==> config.mk <==
export PLATFORM = sky130hd
export DESIGN_NAME = dispatch_flat
export DESIGN_NICKNAME = d
export VERILOG_FILES = /design/src/rtl/dispatch_if.sv /design/src/rtl/dispatch.sv /design/src/flat_wrapper.sv
export SDC_FILE = /design/constraint.sdc
export NUM_CORES = 1
export LEC_CHECK = 0
export ABC_AREA = 1
export CELL_PAD_IN_SITES_DETAIL_PLACEMENT = 1
export CELL_PAD_IN_SITES_GLOBAL_PLACEMENT = 2
export CORE_MARGIN = 2
export CORE_UTILIZATION = 34
export CTS_CLUSTER_SIZE = 12
export DETAILED_ROUTE_END_ITERATION = 12
export PLACE_DENSITY = 0.83
export SKIP_LAST_GASP = 1
export SYNTH_ARGS = -nofsm -noshare
export SYNTH_HDL_FRONTEND = slang
export SYNTH_SLANG_ARGS = --single-unit
==> constraint.sdc <==
create_clock -name clk -period 20.5 [get_ports clk]
set_input_delay 4.1 -clock clk [delete_from_list [all_inputs] [get_ports clk]]
set_output_delay 4.1 -clock clk [all_outputs]
set_load 0.02 [all_outputs]
==> src/rtl/dispatch_if.sv <==
// Fetch-to-dispatch and dispatch-to-issue-queue bundle.
// The slave modport is the dispatch stage's view; the master modport is
// the view of whatever drives fetch and consumes the issue_queue pushes.
// ELEM_W is the packed width of one issue_queue element:
// {pc[31:0], op[4:0], src0[4:0], src1[4:0], dst[4:0], imm[31:0]}.
interface dispatch_if #(
  parameter int IQ_ADDR = 4
);
  localparam int ELEM_W = 84;

  logic [1:0]                   fetch_valid;
  logic [1:0][31:0]             fetch_inst;
  logic [1:0][31:0]             fetch_pc;
  logic                         fetch_ready;
  logic [IQ_ADDR-1:0]           size_left;
  logic [1:0][ELEM_W-1:0]       in_data;
  logic [1:0]                   in_data_number;

  modport slave (
    input  fetch_valid, fetch_inst, fetch_pc, size_left,
    output fetch_ready, in_data, in_data_number
  );

  modport master (
    output fetch_valid, fetch_inst, fetch_pc, size_left,
    input  fetch_ready, in_data, in_data_number
  );
endinterface

==> src/rtl/dispatch.sv <==
// Dispatch stage: decodes up to two MIPS instructions per cycle into a
// circular buffer of DEPTH entries and pushes up to two of them per cycle
// into the issue queue, limited by the free space it reports.
module dispatch #(
  parameter int DEPTH = 4
) (
  input  logic      clk,
  input  logic      rst_n,
  input  logic      flush,
  dispatch_if.slave bus
);

  localparam int             PW      = $clog2(DEPTH);
  localparam logic [PW:0]    L_DEPTH = (PW+1)'(DEPTH);

  // Internal op encoding carried in the issue_queue element.
  localparam logic [4:0] OP_NOP   = 5'd0;
  localparam logic [4:0] OP_ADDU  = 5'd1;
  localparam logic [4:0] OP_SUBU  = 5'd2;
  localparam logic [4:0] OP_AND   = 5'd3;
  localparam logic [4:0] OP_OR    = 5'd4;
  localparam logic [4:0] OP_XOR   = 5'd5;
  localparam logic [4:0] OP_SLT   = 5'd6;
  localparam logic [4:0] OP_ADDIU = 5'd9;
  localparam logic [4:0] OP_SLTI  = 5'd10;
  localparam logic [4:0] OP_ANDI  = 5'd11;
  localparam logic [4:0] OP_ORI   = 5'd12;
  localparam logic [4:0] OP_XORI  = 5'd13;
  localparam logic [4:0] OP_LUI   = 5'd14;
  localparam logic [4:0] OP_LW    = 5'd15;
  localparam logic [4:0] OP_SW    = 5'd16;

  typedef struct packed {
    logic [31:0] pc;
    logic [4:0]  op;
    logic [4:0]  src0;
    logic [4:0]  src1;
    logic [4:0]  dst;
    logic [31:0] imm;
  } iq_elem_t;

  // Decode one raw instruction word into a buffer entry. Anything not
  // recognised becomes a NOP with all register fields zero.
  function automatic iq_elem_t decode(input logic [31:0] inst, input logic [31:0] pc);
    iq_elem_t e;
    e    = '0;
    e.pc = pc;
    case (inst[31:26])
      6'h00: begin
        e.src0 = inst[25:21];
        e.src1 = inst[20:16];
        e.dst  = inst[15:11];
        case (inst[5:0])
          6'h21:   e.op = OP_ADDU;
          6'h23:   e.op = OP_SUBU;
          6'h24:   e.op = OP_AND;
          6'h25:   e.op = OP_OR;
          6'h26:   e.op = OP_XOR;
          6'h2A:   e.op = OP_SLT;
          default: e.op = OP_NOP;
        endcase
      end
      6'h09, 6'h0A: begin
        e.op   = (inst[31:26] == 6'h09) ? OP_ADDIU : OP_SLTI;
        e.src0 = inst[25:21];
        e.dst  = inst[20:16];
        e.imm  = {{16{inst[15]}}, inst[15:0]};
      end
      6'h0C, 6'h0D, 6'h0E: begin
        e.op   = (inst[31:26] == 6'h0C) ? OP_ANDI :
                 (inst[31:26] == 6'h0D) ? OP_ORI  : OP_XORI;
        e.src0 = inst[25:21];
        e.dst  = inst[20:16];
        e.imm  = {16'h0000, inst[15:0]};
      end
      6'h0F: begin
        e.op   = OP_LUI;
        e.dst  = inst[20:16];
        e.imm  = {inst[15:0], 16'h0000};
      end
      6'h23: begin
        e.op   = OP_LW;
        e.src0 = inst[25:21];
        e.dst  = inst[20:16];
        e.imm  = {{16{inst[15]}}, inst[15:0]};
      end
      6'h2B: begin
        e.op   = OP_SW;
        e.src0 = inst[25:21];
        e.src1 = inst[20:16];
        e.imm  = {{16{inst[15]}}, inst[15:0]};
      end
      default: e.op = OP_NOP;
    endcase
    return e;
  endfunction

  iq_elem_t        r_buf [DEPTH];
  logic [PW-1:0]   r_rptr;
  logic [PW-1:0]   r_wptr;
  logic [PW:0]     r_count;

  logic [PW:0]     w_free;
  logic            w_fetch_ready;
  logic            w_accept;
  logic [1:0]      w_acc_n;
  logic [1:0]      w_num;
  logic [1:0]      w_we;
  logic [PW-1:0]   w_wr_idx [2];
  logic [PW-1:0]   w_rd_idx [2];
  iq_elem_t        w_dec    [2];

  // Intake only when two slots are guaranteed free, judged from the
  // registered count so a same-cycle push never feeds back into ready.
  // Ready is also forced low while reset is held.
  assign w_free        = L_DEPTH - r_count;
  assign w_fetch_ready = rst_n & ~flush & (w_free >= (PW+1)'(2));
  assign w_accept      = w_fetch_ready & bus.fetch_valid[0];
  assign w_acc_n       = !w_accept ? 2'd0 : (bus.fetch_valid[1] ? 2'd2 : 2'd1);

  assign bus.fetch_ready    = w_fetch_ready;
  assign bus.in_data_number = w_num;

  // Per-slot decode, write addressing and read-out of the two oldest entries.
  for (genvar gi = 0; gi < 2; gi++) begin : g_slot
    assign w_dec[gi]       = decode(bus.fetch_inst[gi], bus.fetch_pc[gi]);
    assign w_we[gi]        = w_accept & bus.fetch_valid[gi];
    assign w_wr_idx[gi]    = r_wptr + PW'(gi);
    assign w_rd_idx[gi]    = r_rptr + PW'(gi);
    assign bus.in_data[gi] = r_buf[w_rd_idx[gi]];
  end

  // Push count: min(count, 2, size_left), nothing while flushing.
  always_comb begin
    w_num = 2'd0;
    if (!flush) begin
      w_num = (r_count >= (PW+1)'(2)) ? 2'd2 : r_count[1:0];
      if (int'(bus.size_left) < int'(w_num)) begin
        w_num = bus.size_left[1:0];
      end
    end
  end

  // Buffer storage; contents are left untouched by reset and flush.
  always_ff @(posedge clk) begin
    for (int i = 0; i < 2; i++) begin
      if (w_we[i]) begin
        r_buf[w_wr_idx[i]] <= w_dec[i];
      end
    end
  end

  // Pointer and occupancy bookkeeping; flush and reset both empty the buffer.
  always_ff @(posedge clk or negedge rst_n) begin
    if (!rst_n) begin
      r_rptr  <= '0;
      r_wptr  <= '0;
      r_count <= '0;
    end else if (flush) begin
      r_rptr  <= '0;
      r_wptr  <= '0;
      r_count <= '0;
    end else begin
      r_wptr  <= r_wptr + PW'(w_acc_n);
      r_rptr  <= r_rptr + PW'(w_num);
      r_count <= r_count + (PW+1)'(w_acc_n) - (PW+1)'(w_num);
    end
  end

endmodule

==> src/flat_wrapper.sv <==
// flat-port wrapper written by rule: the top's interface ports become plain ports
module dispatch_flat 
#(
  parameter int DEPTH = 4
)
  (clk, rst_n, flush, bus_fetch_valid, bus_fetch_inst, bus_fetch_pc, bus_size_left, bus_fetch_ready, bus_in_data, bus_in_data_number);
  dispatch_if #(.IQ_ADDR(4)) bus_i ();
  input  logic clk;
  input  logic rst_n;
  input  logic flush;
  input wire logic [$bits(bus_i.fetch_valid)-1:0] bus_fetch_valid;
  input wire logic [$bits(bus_i.fetch_inst)-1:0] bus_fetch_inst;
  input wire logic [$bits(bus_i.fetch_pc)-1:0] bus_fetch_pc;
  input wire logic [$bits(bus_i.size_left)-1:0] bus_size_left;
  output wire logic [$bits(bus_i.fetch_ready)-1:0] bus_fetch_ready;
  output wire logic [$bits(bus_i.in_data)-1:0] bus_in_data;
  output wire logic [$bits(bus_i.in_data_number)-1:0] bus_in_data_number;
  assign bus_i.fetch_valid = bus_fetch_valid;
  assign bus_i.fetch_inst = bus_fetch_inst;
  assign bus_i.fetch_pc = bus_fetch_pc;
  assign bus_i.size_left = bus_size_left;
  assign bus_fetch_ready = bus_i.fetch_ready;
  assign bus_in_data = bus_i.in_data;
  assign bus_in_data_number = bus_i.in_data_number;
  dispatch #(.DEPTH(DEPTH)) u_core (.clk(clk), .rst_n(rst_n), .flush(flush), .bus(bus_i));
endmodule
# After elaboration in Yosys (flattened, before gate mapping)
# Memory sizes are Yosys's and may differ from the RTL's.
# Index checks and enable logic that the tools add are counted.
# W data, S select, Z words.
# word_totals
reg_bits	7
mem_bits_rw	336
output_inout_bits	171
word_cells	92
mem_count	1
# memory_table
memory	words	width	rd	rd_clocked_by_memory_dff	wr	line	rtl
u_core.r_buf	4	84	2	0	2	dispatch.sv:98	iq_elem_t r_buf [DEPTH];
# op_classes
n_addsub	7
magnitude_cmp	3
eq_ne	28
mux	30
bitwise_logic	6
reduce_logical	14
# ops
cell	n
$pmux W32 S3	2
$eq A6 B6 Y1 const B	16
$eq A6 B4 Y1 const B	12
$pmux W5 S6	2
$pmux W3 S6	2
$mux W5	6
$pmux W5 S2	2
$mux W2	9
$reduce_or A8 Y1	2
$reduce_or A7 Y1	2
$logic_not A6 Y1	2
$reduce_or A2 Y1	4
$reduce_or A4 Y1	2
$ge A3 B2 Y1 const B	2
$mux W1	6
$reduce_or A3 Y1	2
$and A1 B1 Y1	5
$add A2 B1 Y2 const B	2
$add A2 B2 Y2	2
$lt A4 B2 Y1	1
$add A3 B2 Y3	1
$mux W3	1
$sub A3 B2 Y3	1
$sub A3 B3 Y3 const A	1
$not A1 Y1	1

# Logic depth before layout (Yosys ltp)
# Gate-level depths: netlist of the first run.
# depth
depth_word	8
ltp_mapped	17
depth_no_buf	17

# Worst setup path before layout of the first run
# OpenSTA, ideal clock, no wires.
# synth_path
kind	input to register
from	input rst_n
to	memory u_core.r_buf[3][0] in the netlist's numbering (enable)
setup_ps	642
arrival_ps	10373
path_slack_ps	9485
stages	4
path_buffers	0
path_cell_list	inv_1 > nor2_2 > nand3_1 > o21ai_0
# synth_lines
element	line	rtl
start: declaration	flat_wrapper.sv:9	input logic rst_n;
end: declaration	dispatch.sv:98	

# Worst setup path in the final report of the first run
# layout_path
from	input bus_size_left[1]
to	output bus_in_data_number[0]
# layout_between
elab_chain_len	3
# layout_rtl
element	line	rtl
start: declaration	flat_wrapper.sv:14	input wire logic [$bits(bus_i.size_left)-1:0] bus_size_left;
$lt A4 B2 Y1	dispatch.sv:138	if (int'(bus.size_left) < int'(w_num)) begin
$mux W2	dispatch.sv:138	
$mux W2	dispatch.sv:136	if (!flush) begin
end: declaration	flat_wrapper.sv:17	output wire logic [$bits(bus_i.in_data_number)-1:0] bus_in_data_number;
# No other way between the ends.

==> results by group, run 1 <==
Status
  • Status: complete, no violations

Critical path
  • Worst-path maximum fanout: 3
  • Crit path launch type: input port
  • Crit. End Element: output port
  • Worst Path Required: 16,400 ps
  • CP arrival: 6180 ps
  • Cells along the critical path: clkdlybuf4s50_1, ha_1, nor3_1, nand2_1, a21oi_1, clkdlybuf4s50_1
  • Worst Path Buf+Inv: 2
  • CP max stage delay: roughly 660 ps
  • Critical path's slowest cell: clkdlybuf4s50_1
  • Critical path's top delay family: buffers and inverters
  • Most used cell, CP: clkdlybuf4s50_1
  • Worst setup path class: input port to output port

CTS
  • Num Clock Sinks: 343
  • Bufs on Longest Clock Path: 3
  • Skew-Pair Late Insertion Delay: 580 ps
  • Clock transition at path regs: 60 ps
  • CTS Hold Bufs: 0
  • Post-CTS setup buffer count: 0
  • TritonCTS clock tree: yes
  • Post_cts resized: 0
  • H-tree depth: 2
  • CTS Buf Count: between 40 and 50
  • Root Buffer: clkbuf_16

Timing
  • Slew Viols, Final: 0
  • Hold slack final: slightly above 700 ps
  • F_max: 97.2 MHz
  • Shortest period the worst path allows: 10,280 ps
  • Hold Fails Final Rpt: 0
  • Slew @ Worst Pin: ~1200 ps
  • Setup TNS: 0 ps
  • Max-slew headroom: 21.0%
  • Fin crit share: 50.2%
  • Setup violators final: 0
  • Clk_skew: 18.8 ps
  • RSZ-0062 raised after global routing: false

Synth
  • Cell Area, Synth: 20,700 µm²
  • Synth Area in Simple Gates: 25.9%
  • Yosys top cell by area: edfxtp_1
  • Distinct cells, synth: 31
  • Seq cells post-synth: 343
  • Yosys warnings: 0
  • Synth top area share: about 49%
  • Compound-Gate Fraction of Synth Area: 16.1%
  • Synth top area cells: edfxtp_1 49%, nand2_1 19%, o21ai_0 13%, nor2_1 4.6%, buf_6 2.6%
  • Post-synthesis average cell area: 7.72 µm²
  • Syn nets: 2,828
  • Xor-xnor portion of the synthesized cell area: 0.169%
  • Largest family of logic cells by synthesized area: simple AND/OR/NAND/NOR gates
  • Post-synthesis adder-cell area fraction: 0.677%
  • Mux contribution to synthesized area: 0%
  • Register area share after synthesis: 49.6%
  • Gate Count Post-Synth: 2,681

Min path
  • HP Class: flip-flop to flip-flop

Floorplan
  • Die W: between 200 and 300 µm
  • Die Height: 251 µm
  • Die ar.: about 63,000 µm²
  • Initial core utilization: 34.3%
  • Core Rows: 90
  • CORE AREA: 60,200 µm²
  • I/O Pins: 308

Layout
  • Multi-input logic area: ~8900 µm²
  • Filler cells: 7,226
  • Layout cell share with drive strength beyond 1: 3.82%
  • Sequential cell area: 10,300 µm²
  • Most common cell after layout, fill and taps aside: nand2_1
  • Most frequent cells in the layout: 1,027 x nand2_1, 517 x o21ai_0, 336 x edfxtp_1, 307 x clkdlybuf4s50_1, 255 x nor2_1
  • Cell Count, Final, Fillers Out: around 3,700
  • P&R area growth vs syn: 21.9%
  • # nets final: 3,025

Route
  • Via density: about 5.5
  • Routed len/inst: 22.9 µm
  • Iteration-0 DRC Markers: roughly 1,400
  • Detailed Route WL: 84.6 mm
  • Drt first pass iters: 5
  • DRC Markers: 0
  • Via count: about 20,000
  • ANT nets after route: 0

Global routing
  • Global route overflow: 0
  • Largest net degree at the start of global routing: 110
  • First-pass GRT wire length: between 100 and 150 mm
  • Vias in the first global route: approximately 21,000
  • Initial antenna violation count: 13
  • Global-route usage over all layers: 26.5%

Pwr
  • Pwr dens: ~100 nW/µm²
  • VDD IR-drop max: ~0.054 mV
  • P_leak: 10.4 nW

Placement
  • HPWL after detailed placement: about 53 mm
  • Placed cell count: 3,617
  • I/O Buffers: a little over 300
  • Routability cong.: 0.863

Job
  • Max-capacitance violation count: 0
==> area by class of cell <==
| type | instances | area share [%] |
|---|---|---|
| flip-flops and latches | 343 | 40.7 |
| multi-input cells | 2031 | 35.4 |
| repair buffers | 337 | 13.1 |
| clock buffers | 50 | 4.20 |
| well taps | 782 | 3.88 |
| inverters | 124 | 1.87 |
| clock inverters | 24 | 0.824 |
| diodes | 3 | 0.0298 |
==> Yosys cell counts, drive strengths merged <==
| cell type | n |
|---|---|
| xor2 | 3 |
| fa | 2 |
| inv | 123 |
| nand3b | 1 |
| nand3 | 65 |
| a21o | 1 |
| dfrtp | 7 |
| buf | 87 |
| nand4 | 14 |
| nor2 | 265 |
| o22ai | 84 |
| clkinv | 1 |
| edfxtp | 336 |
| a221o | 2 |
| o21ai | 529 |
| nand2 | 1029 |
| nor3 | 2 |
| clkbuf | 96 |
| ha | 8 |
| xnor2 | 1 |
| a21oi | 25 |
==> kinds of logic after synthesis <==
group | after synthesis
buffers and inverters | 307
xor gates and xnor gates | 4
and+or+nand+nor | 1376
adders and majority gates | 10
DFF | 343
AOI/OAI and AO/OA | 641
==> layer usage <==
metal | wire (µm) | vias up | GRT usage (%)
li1 | - | 9365 | -
met1 | 34400 | 10100 | 32.1
met2 | 41800 | 673 | 47.0
met3 | 5110 | 204 | 4.19
met4 | 3160 | 20 | 10.2
met5 | 130 | - | 0
==> worst min-delay path: cells and delay by family, from the launching register on <==
| kind | cells | cell delay (ps) |
|---|---|---|
| buffers and inverters | 1 | 30 |
| AND/OR/NAND/NOR | 1 | 80 |
| adder cells (fa/ha/maj) | 1 | 160 |
| flip-flops | 1 | 400 |
==> sequential cells by signal, summed over array words and instances, names as in the netlist <==
register        flops
u_core.r_wptr       2
u_core.r_buf      336
u_core.r_count      3
u_core.r_rptr       2
==> report_power, final <==
group          total [mW]  leakage (nW)  internal (mW)  switching [mW]
Clock               0.709         0.621          0.406           0.304
Combinational        1.02          6.41          0.372           0.652
Sequential          0.834          3.40          0.799          0.0344
Total                2.57          10.4           1.58           0.989
==> path summary, 6_finish.rpt <==
kind | startpoint | to | slack [ps] | cells after the start
min reg2reg | u_core.r_wptr[0]$_DFF_PN0_ | u_core.r_wptr[0]$_DFF_PN0_ | 710 | 3
min in group asynchronous | rst_n | u_core.r_count[0]$_DFF_PN0_ | 3810 | 1
max | bus_size_left[1] | bus_in_data_number[0] | 10220 | 6
max reg2reg | u_core.r_count[1]$_DFF_PN0_ | u_core.r_buf[0][7]$_DFFE_PP_ | 17120 | 12
max in group asynchronous | rst_n | u_core.r_rptr[1]$_DFF_PN0_ | 16390 | 1
min | u_core.r_wptr[0]$_DFF_PN0_ | u_core.r_wptr[0]$_DFF_PN0_ | 710 | 3
==> metrics by stage <==
stage | worst slack [ps] | utilization (%) | power (mW) | instance area [µm²]
global placement | 10320 | 39.7 | 1.85 | 23900
CTS | 10240 | 41.8 | 2.58 | 25200
global route | 10110 | 41.9 | 2.68 | 25200
floorplan | 9490 | - | 1.38 | 20700
detailed placement | 10250 | 39.7 | 1.87 | 23900
finish | 10220 | 41.9 | 2.57 | 25200
No activity file was read; power rests on OpenSTA's default activity.
==> inputs of run 2 (changes only) <==
CORE_UTILIZATION = 29   (was 34)
PLACE_DENSITY = 0.75   (was 0.83)
clock period = 8.9 ns   (was 20.5 ns; I/O delays follow)
==> run 2 against run 1 <==
Core utilization fell by 5.8 points; sequential cell count did not move; register-to-register slack got worse by 12000 ps; clock skew rose by 8.9 ps; setup slack got worse by 7500 ps; first-iteration DRC count rose by 1.9%; power rose by 130%; clock-buffer cell count rose by 4; critical endpoint is now bus_in_data[143]; largest cell class unchanged; highest routed layer unchanged.
==> results by group, run 2 (synthesized netlist as in run 1, its figures left out) <==
Status
  • Status: complete, no violations (unchanged)

Layout
  • Multi-input logic area: 8920 µm² (unchanged)
  • # nets final: 3,025 (unchanged)
  • Most frequent cells in the layout: 1,027 x nand2_1, 517 x o21ai_0, 336 x edfxtp_1, 307 x clkdlybuf4s50_1, 255 x nor2_1 (unchanged)
  • Largest register FFs: 336 (unchanged)
  • Most common cell after layout, fill and taps aside: nand2_1 (unchanged)
  • Post-Layout Inst Area: 25,400 µm² (was 25,200 µm²)
  • P&R area growth vs syn: 22.7% (was 21.9%)
  • Layout cell share with drive strength beyond 1: 3.61% (was 3.82%)
  • Filler cells: 8,402 (was 7,226)
  • Sequential cell area: 10,300 µm² (unchanged)
  • Cell Count, Final, Fillers Out: 3,851 (was 3,694)

CTS
  • Skew-Pair Late Insertion Delay: 580 ps (about the same)
  • Post_cts resized: 0 (unchanged)
  • CTS Hold Bufs: 0 (unchanged)
  • Root Buffer: clkbuf_16 (unchanged)
  • Post-CTS setup buffer count: 0 (unchanged)
  • H-tree depth: 2 (unchanged)
  • TritonCTS clock tree: yes (unchanged)
  • Clock transition at path regs: 60 ps (about the same)
  • Num Clock Sinks: 343 (unchanged)
  • Bufs on Longest Clock Path: 3 (unchanged)
  • CTS Buf Count: 42 (was 41)

Placement
  • Placed Area: 24,200 µm² (was 23,900 µm²)
  • I/O Buffers: 307 (unchanged)
  • Placed cell count: 3,774 (was 3,617)
  • HPWL after detailed placement: 54.2 mm (was 52.7 mm)
  • Pre-CTS WS: 3110 ps (was 10,250 ps)
  • Routability cong.: 0.817 (was 0.863)

Critical path
  • Critical path's top delay family: buffers and inverters (unchanged)
  • Crit path launch type: flip-flop (was input port)
  • Most used cell, CP: buf_4 (was clkdlybuf4s50_1)
  • Worst-path maximum fanout: 79 (was 3)
  • Crit. End Element: output port (unchanged)
  • Cells along the critical path: buf_4, nand2_4, buf_4, o21ai_0, nand2_1, clkdlybuf4s50_1 (was clkdlybuf4s50_1, ha_1, nor3_1, nand2_1, a21oi_1, clkdlybuf4s50_1)
  • CP arrival: 4390 ps (was 6180 ps)
  • Worst setup path class: flip-flop to output port (was input port to output port)
  • Critical path's slowest cell: dfrtp_4 (was clkdlybuf4s50_1)
  • Worst Path Required: 7120 ps (was 16,400 ps)
  • CP max stage delay: 970 ps (was 660 ps)
  • Worst Path Buf+Inv: 3 (was 2)

Pwr
  • Post-layout power: 5.84 mW (was 2.57 mW)
  • VDD IR-drop max: 0.109 mV (was 0.0544 mV)
  • Pwr dens: 230 nW/µm² (was 102 nW/µm²)
  • P_leak: 10.4 nW (about the same)

Min path
  • HP Class: flip-flop to flip-flop (unchanged)

Route
  • Iteration-0 DRC Markers: 1,423 (was 1,397)
  • DRC Markers: 0 (unchanged)
  • Detailed Route WL: 86.9 mm (was 84.6 mm)
  • Via count: 20,100 (was 20,400)
  • WL met2: 42.4 mm (was 41.8 mm)
  • Via density: 5.22 (was 5.52)
  • Metal3 WL: 5.13 mm (was 5.11 mm)
  • ANT nets after route: 0 (unchanged)
  • DRT met1 WL: 36.9 mm (was 34.4 mm)
  • Top Layer Used: met5 (unchanged)
  • Drt first pass iters: 7 (was 5)
  • Routed len/inst: 22.6 µm (was 22.9 µm)

Floorplan
  • Die ar.: 73,500 µm² (was 62,800 µm²)
  • Core Rows: 97 (was 90)
  • Initial core utilization: 29.4% (was 34.3%)
  • CORE AREA: 70,400 µm² (was 60,200 µm²)
  • Die Height: 271 µm (was 251 µm)
  • Die W: 271 µm (was 251 µm)
  • I/O Pins: 308 (unchanged)

Timing
  • Slew Viols, Final: 0 (unchanged)
  • Max-slew headroom: 24.3% (was 21.0%)
  • Setup TNS: 0 ps (unchanged)
  • Slew @ Worst Pin: 1140 ps (was 1180 ps)
  • F_max: 162 MHz
  • Clk_skew: 27.7 ps (was 18.8 ps)
  • Hold Fails Final Rpt: 0 (unchanged)
  • Fin worst setup slack: 2730 ps (was 10,220 ps)
  • RSZ-0062 raised after global routing: false (unchanged)
  • Fin crit share: 69.4%
  • Setup violators final: 0 (unchanged)
  • Shortest period the worst path allows: 6170 ps

Global routing
  • Global-route usage over all layers: 23.0% (was 26.5%)
  • First-pass GRT wire length: 129 mm (was 127 mm)
  • Largest net degree at the start of global routing: 108 (was 110)
  • Global route overflow: 0 (unchanged)
  • Vias in the first global route: 20,800 (was 21,300)
  • Initial antenna violation count: 10 (was 13)

Job
  • Max-capacitance violation count: 0 (unchanged)
run 2: layer usage:
metal	up-vias	GRT usage, %
met5	-	0
met4	10	7.27
met3	133	3.85
met2	580	40.1
met1	10000	29.0
li1	9364	-
run 2: power by group:
group / leakage (nW) / switching (mW) / internal, mW
clock network: 0.590 / 0.680 / 0.879
logic: 6.41 / 1.51 / 0.857
registers: 3.40 / 0.0807 / 1.84
run 2: final cells by class:
type / instances / area share [%]
timing repair buffer: 336 / 13.1
inverter: 124 / 1.86
clock inverter: 17 / 0.370
antenna: 6 / 0.0591
tap: 940 / 4.63
clock buffer: 54 / 4.40
multi-input combinational: 2031 / 35.2
sequential: 343 / 40.5
run 2: path summary, 6_finish.rpt:
path	startpoint	endpoint	slack, ps	depth (start not counted)
max in group asynchronous	rst_n	u_core.r_rptr[1]$_DFF_PN0_	7100	1
min in group asynchronous	rst_n	u_core.r_count[2]$_DFF_PN0_	1500	1
max reg2reg	u_core.r_count[1]$_DFF_PN0_	u_core.r_buf[3][1]$_DFFE_PP_	5470	12
min	u_core.r_wptr[0]$_DFF_PN0_	u_core.r_wptr[0]$_DFF_PN0_	690	3
min reg2reg	u_core.r_wptr[0]$_DFF_PN0_	u_core.r_wptr[0]$_DFF_PN0_	690	3
max	u_core.r_rptr[1]$_DFF_PN0_	bus_in_data[143]	2730	6
run 2: through the flow:
step                      utilization, %  hold WS, ps
after detailed placement            34.3          687
after global routing                36.0          751
final                               36.1          687
after floorplan                        -          562
after global placement              34.3          666
after CTS                           36.0          702
run 2: worst min-delay path: stages, from the launching register on:
cell	delay (ps)
dfrtp_1	390
ha_1	150
inv_1	30
nor2_1	80
